--- src/rtl/sub_nibble_serial.sv ---
// rtl/sub_nibble_serial.sv - nibble-serial W-bit subtractor d = x - y with start/done handshake
// Optional macro SUB_OVF_EN adds the signed-overflow output ovf_o.
module sub_nibble_serial #(
   parameter int W = 16
) (
   input  logic         clk_i,
   input  logic         rst_i,
   input  logic         start_i,
   input  logic [W-1:0] x_i,
   input  logic [W-1:0] y_i,
   output logic         busy_o,
   output logic         done_o,
   output logic [W-1:0] d_o,
   output logic         bo_o
`ifdef SUB_OVF_EN
   ,
   output logic         ovf_o
`endif
);
   localparam int N  = W / 4;
   localparam int CW = $clog2(N);

   typedef enum logic {IDLE, RUN} state_t;

   state_t        state_q;
   logic [W-1:0]  x_q, y_q, d_q;
   logic [CW-1:0] cnt_q;
   logic          borrow_q, busy_q, done_q, bo_q;
`ifdef SUB_OVF_EN
   logic          ovf_q;
`endif

   logic [CW+1:0] base;
   logic [3:0]    a, b, g, p, bc, diff;
   logic          bout, last;

   // One 4-bit borrow-lookahead slice on the nibble selected by cnt_q.
   always_comb begin
      base  = {cnt_q, 2'b00};
      a     = x_q[base +: 4];
      b     = y_q[base +: 4];
      g     = ~a & b;
      p     = ~(a ^ b);
      bc[0] = borrow_q;
      bc[1] = g[0] | (p[0] & borrow_q);
      bc[2] = g[1] | (p[1] & g[0]) | (p[1] & p[0] & borrow_q);
      bc[3] = g[2] | (p[2] & g[1]) | (p[2] & p[1] & g[0])
            | (p[2] & p[1] & p[0] & borrow_q);
      bout  = g[3] | (p[3] & g[2]) | (p[3] & p[2] & g[1])
            | (p[3] & p[2] & p[1] & g[0]) | (p[3] & p[2] & p[1] & p[0] & borrow_q);
      diff  = a ^ b ^ bc;
      last  = (cnt_q == CW'(N - 1));
   end

   always_ff @(posedge clk_i) begin
      if (rst_i) begin
         state_q  <= IDLE;
         x_q      <= '0;
         y_q      <= '0;
         d_q      <= '0;
         cnt_q    <= '0;
         borrow_q <= 1'b0;
         busy_q   <= 1'b0;
         done_q   <= 1'b0;
         bo_q     <= 1'b0;
`ifdef SUB_OVF_EN
         ovf_q    <= 1'b0;
`endif
      end else begin
         case (state_q)
            IDLE: begin
               done_q <= 1'b0;
               if (start_i) begin
                  x_q      <= x_i;
                  y_q      <= y_i;
                  d_q      <= '0;
                  cnt_q    <= '0;
                  borrow_q <= 1'b0;
                  busy_q   <= 1'b1;
                  bo_q     <= 1'b0;
`ifdef SUB_OVF_EN
                  ovf_q    <= 1'b0;
`endif
                  state_q  <= RUN;
               end
            end
            RUN: begin
               d_q[base +: 4] <= diff;
               borrow_q       <= bout;
               if (last) begin
                  bo_q    <= bout;
                  busy_q  <= 1'b0;
                  done_q  <= 1'b1;
`ifdef SUB_OVF_EN
                  ovf_q   <= (x_q[W-1] ^ y_q[W-1]) & (diff[3] ^ x_q[W-1]);
`endif
                  state_q <= IDLE;
               end else begin
                  cnt_q <= cnt_q + 1'b1;
               end
            end
            default: state_q <= IDLE;
         endcase
      end
   end

   assign busy_o = busy_q;
   assign done_o = done_q;
   assign d_o    = d_q;
   assign bo_o   = bo_q;
`ifdef SUB_OVF_EN
   assign ovf_o  = ovf_q;
`endif

endmodule
--- config.mk ---
export PLATFORM = sky130hd
export DESIGN_NAME = sub_nibble_serial
export DESIGN_NICKNAME = d
export VERILOG_FILES = /design/src/rtl/sub_nibble_serial.sv
export SDC_FILE = /design/constraint.sdc
export NUM_CORES = 1
export LEC_CHECK = 0
export ABC_CLOCK_PERIOD_IN_PS = 2580
export CORE_ASPECT_RATIO = 1.25
export CORE_MARGIN = 4
export CORE_UTILIZATION = 45
export DETAILED_ROUTE_END_ITERATION = 10
export GPL_TIMING_DRIVEN = 0
export PLACE_DENSITY_LB_ADDON = 0.2
export SYNTH_ARGS = -nofsm -noshare
export SYNTH_HDL_FRONTEND = slang
export SYNTH_SLANG_ARGS = --single-unit
--- constraint.sdc ---
create_clock -name clk_i -period 2.58 [get_ports clk_i]
set_input_delay 0.258 -clock clk_i [delete_from_list [all_inputs] [get_ports clk_i]]
set_output_delay 0.258 -clock clk_i [all_outputs]
set_load 0.05 [all_outputs]
# After elaboration in Yosys (flattened, before gate mapping)

Index checks and enable logic that the tools add are counted.

Bits in registers: 55
Input bits: 35
Output and inout port bits: 19
Logic and storage cells: 72

Add/subtract/negate cells: 2
Eq/ne operators: 4
Shift-type cells: 4
Mux-type cells: 18
Bitwise gates (word level): 32
Reduce and logical (&&, ||, !) cells: 3

Operator list:

| kind                                                 | count |
|---|---|
| case mux 16 bit (2 select lines)                     | 1 |
| variable part select 16 x 5 -> 4 bit                 | 2 |
| bitwise AND 1 bit                                    | 16 |
| bitwise mux 16 bit                                   | 1 |
| 2-to-1 mux 16 bit                                    | 1 |
| variable shift 4 x 6 -> 16 bit, first input constant | 1 |
| variable part select 4 x 6 -> 16 bit                 | 1 |
| bitwise OR 1 bit                                     | 10 |
| case mux 1 bit (2 select lines)                      | 5 |
| inverter 4 bit                                       | 2 |
| bitwise XOR 4 bit                                    | 2 |
| 2-to-1 mux 1 bit                                     | 7 |
| negation 4 -> 6 bit                                  | 1 |
| AND reduction 2 bit                                  | 3 |
| bitwise AND 4 bit                                    | 1 |
| 2-to-1 mux 2 bit                                     | 2 |
| != test 2 bit, second input constant                 | 2 |
| case mux 2 bit (2 select lines)                      | 1 |
| adder 2 x 1 -> 2 bit, second input constant          | 1 |
| equality test 2 bit, second input constant           | 1 |
| != test 2 x 1 -> 1 bit, second input constant        | 1 |
| inverter 1 bit                                       | 1 |

# Logic depth before layout (Yosys ltp)

Depth after elaboration: 11
Mapped depth: 8
Depth with buffers taken out: 7

# Worst setup path before layout

No wires, ideal clock.

Kind: reg2reg
From: register cnt_q[0]
To: register d_q[2], in the netlist d_o[2]
Setup time: 0.122 ns
Data arrival time: 2.360 ns
Data required time: 2.458 ns
Slack: 0.098 ns
Stages on the path, launching flop included: 9
Path buffers: 1
Clock period less this slack: 2.482 ns
Path through: dfxtp_1 > buf_2 > mux4_2 > inv_1 > ha_1 > a21o_1 > a21oi_2 > nor3_1 > a311o_1

Longest elaborated chain between the ends: 11
Elaborated cells between the ends (all ways): 27
Classes of those cells: add/sub: 1; shift: 4; mux: 2; bitwise: 20

Ends and longest elaborated chain:

| what                                                           | line       | source |
|---|---|---|
| from (decl)                                                    | 27         | `logic [CW-1:0] cnt_q;` |
| from (signal assigned)                                         | 99         | `cnt_q <= cnt_q + 1'b1;` |
| variable part select 16 x 5 -> 4 bit, on equally long branches | 40, 41     |  |
| bitwise XOR 4 bit / inverter 4 bit (equally long branches)     | 43, 51, 42 |  |
| inverter 4 bit / bitwise AND 4 bit (equally long branches)     | 43, 42     |  |
| bitwise AND 1 bit, on equally long branches                    | 47, 48     |  |
| bitwise OR 1 bit (tied with other cells)                       | 47         | `bc[3] = g[2] \| (p[2] & g[1]) \| (p[2] & p[1] & g[0])` |
| bitwise OR 1 bit / bitwise AND 1 bit (equally long branches)   | 47, 48     |  |
| bitwise OR 1 bit                                               | 48         | `\| (p[2] & p[1] & p[0] & borrow_q);` |
| bitwise XOR 4 bit                                              | 51         | `diff = a ^ b ^ bc;` |
| variable part select 4 x 6 -> 16 bit                           | 88         | `d_q[base +: 4] <= diff;` |
| bitwise mux 16 bit (*)                                         | 88         |  |
| case mux 16 bit (2 select lines) (*)                           | 70         | `case (state_q)` |
| to (signal, indexed assignment)                                | 88         |  |
| to (decl)                                                      | 26         | `logic [W-1:0] x_q, y_q, d_q;` |

Every way passes the cells marked *; elsewhere a longest branch is shown, timed or not.
A chain may end at the register's enable or synchronous reset.

# Final worst setup path

Same ends and word-level chain as after synthesis.

==> metrics <==
status=finished, final reports clean; worst hold path class=input port to flop; final setup violation count=0; clock sink total=55; final hold vios=0; worst path buffer plus inverter count=2; R2R cell count=8; DIE AREA=6670 µm²; Worst Path Max Fanout=10; H-tree depth=2; post-route minimum period=2410 ps; Post-CTS Hold Buffers=0; Die H=90.3 µm; area delta synth->final=28.8%; I/O pin count=54; Crit Path Class=flop to flop; fin. max-slew vios=0; final worst slack=172 ps; Critical path origin=cnt_q[0]; CP top delay family=compound AO/OA/AOI/OAI gates; P_leak=1.20 nW; Post-CTS Setup Repair Bufs=0; most common cell in the netlist=nand2_1; most frequent cells after synthesis=nand2_1 (68), dfxtp_1 (55), a21oi_1 (39), nor2_1 (15); GRT Total Usage=18.0%; Vias/cell=5.46; FF-to-FF Start=cnt_q[0]; routing usage on met2=31.4%; initial antenna violation count=0; R2R Path End=d_o[2]; R2R Setup Slk=170 ps; antenna cells=0; first-pass GRT wire length=9.52 mm; relative slew slack=66.3%; Arr. time, crit path=2610 ps; Starting DRT DRC Count=80; layout cells sized above 1=10.8%; CTS tree=done; pre-CTS setup slack=-202 ps; Inst Count DP=390; Clk pin slew, worst setup/hold paths=90 ps; vias in the first global route=2146; clk_lat worst skew=300 ps; maximum root-to-sink buffer count=2; ys async rst share=0%; Final GP Congestion=0.830; Routed WL=5.71 mm; maximum number of pins on one net before global-route repair=15; peak supply drop=0.311 mV; Pre-antenna DRT Iters=4; GRT overflow=0; Cell Area, Synth=2440 µm²; Post-Syn Instances=276; Avg Synthesized Cell Area=8.84 µm²; Routed WL per cell=14.4 µm; Setup crit end kind=flop; RSZ-0062 raised after global routing=no; CP max stage delay=520 ps; Post-Layout Cell Count=396; startpoint class of the critical path=flop; synth top area cells=dfxtp_1 (45%), nand2_1 (10%), a21oi_1 (8.0%); nets=379; Worst Tran Pin Value=505 ps; hold path depth=4; die width=73.9 µm; Root Driver=clkbuf_8; PortBufs=52; largest area contributor in the synthesized netlist=dfxtp_1; GR Util met3=3.34%; Hold EP=d_o[6]; Synth Register Bits=55; FMAX=415 MHz; Post-synth EDFFs=0; ys flop type=dfxtp_1; Synth top area share=45.1%; pwr dens=538 nW/µm²; count of max-cap constraint violations=0; Warnings, synthesis=0; nets in the synthesized netlist=320; Final Cycle Share=93.3%; hold path start=rst_i; busiest grt layer=met2; DR DRC count=0; critical path required time=2780 ps; CTS buffer count=5; clk_skew=10.7 ps; # rows=29; slowest CP cell=mux4_2; GR Util met1=20.6%; cell chain of the critical path=buf_6 -> mux4_2 -> inv_1 -> ha_1 -> a21o_1 -> a21oi_4 -> nor3_1 -> a311o_1; Cell variety after synth=40; DP Wirelength=4.35 mm; Placeable Area=5150 µm²; Tot Pwr=0.00169 W; Vias=2162; Initial Util=47.4%; Seq/Total Area, Yosys=45.1%; Levels on crit path=8; Final ANT Viol Nets=0
power breakdown:
group,internal (W),switching [W],total (W)
clock network,0.000182,0.000256,0.000438
logic,0.000159,0.000186,0.000345
registers,0.000886,0.0000209,0.000907
total,0.00123,0.000464,0.00169
routing by layer:
| layer | part of all wire [%] | routed length, µm |
|---|---|---|
| met5 | 0 | 0 |
| met4 | 2.3 | 131 |
| met3 | 4.9 | 279 |
| met2 | 51 | 2930 |
| met1 | 41 | 2360 |
area by class of cell:
class                   instances  area, µm²
multi-input cells             192       1230
flip-flops and latches         55       1100
inverters                      10       37.5
clock buffers                   6       72.6
fillers                       480       2010
repair buffers                 52        520
plain buffers                  19       97.6
well taps                      62       77.6
logic make-up (layout without fill, tap and decap cells):
kind of cell | Yosys count | after routing | share of synthesized area [%]
AO/OA/AOI/OAI | 67 | 67 | 17.6
multiplexers | 9 | 9 | 7.84
flip-flops | 55 | 55 | 45.1
AND/OR/NAND/NOR | 105 | 105 | 18.5
XOR/XNOR | 2 | 2 | 0.718
buffers and inverters | 29 | 87 | 5.28
adder cells (fa/ha/maj) | 9 | 9 | 4.92
stage by stage:
stage / util, % / cell area (µm²) / TNS [ps] / hold WS [ps]
finish: 61.0 / 3140 / 0 / 419
global route: 61.0 / 3140 / 0 / 470
CTS: 60.6 / 3120 / 0 / 398
detailed placement: 59.0 / 3040 / -852 / 447
global placement: 59.0 / 3040 / -775 / 440
floorplan: - / 2440 / 0 / 394
tightest hold or removal path, cell delays in order:
cell and delay [ps]:
buf_2 150, nor2_1 90, nand3_1 80, o311ai_1 80
placed cells by master (no fill, tap or decap), types with 2 or more instances in the layout:
| master | count |
|---|---|
| clkbuf_1 | 7 |
| a2bb2oi_1 | 3 |
| o311ai_1 | 2 |
| clkdlybuf4s50_1 | 52 |
| a21oi_2 | 2 |
| clkbuf_8 | 5 |
| nor3_1 | 3 |
| nor2_1 | 15 |
| a21oi_1 | 39 |
| nand2b_1 | 2 |
| buf_4 | 2 |
| dfxtp_1 | 54 |
| o31ai_1 | 4 |
| nand2_1 | 68 |
| inv_1 | 10 |
| mux4_2 | 8 |
| a21o_1 | 2 |
| buf_2 | 9 |
| a311o_1 | 2 |
| nand3_1 | 8 |
| or2_2 | 2 |
| o211a_1 | 2 |
| ha_1 | 8 |
| a22oi_1 | 3 |
worst max-delay path by stage:
| stage | to | slack, ps |
|---|---|---|
| finish | d_o[2] | 170 |
| global route | d_o[11] | 20 |
| CTS | d_o[7] | 30 |
| detailed placement | d_o[2] | -200 |
| global placement | d_o[2] | -190 |
| floorplan | d_o[2] | 100 |
what timing repair did:
item	4_1_cts	5_1_grt
resized for setup	3	4
setup endpoints to repair	7	6
hold endpoints to repair	0	0
pin swaps	0	1
sequential cells by signal, summed over array words and instances, names as in the netlist:
register / flops
borrow_q: 1
x_q: 16
d_o: 16
cnt_q: 2
y_q: 16
busy_o: 1
done_o: 1
state_q: 1
bo_o: 1
(Power assumes the default switching activity.)
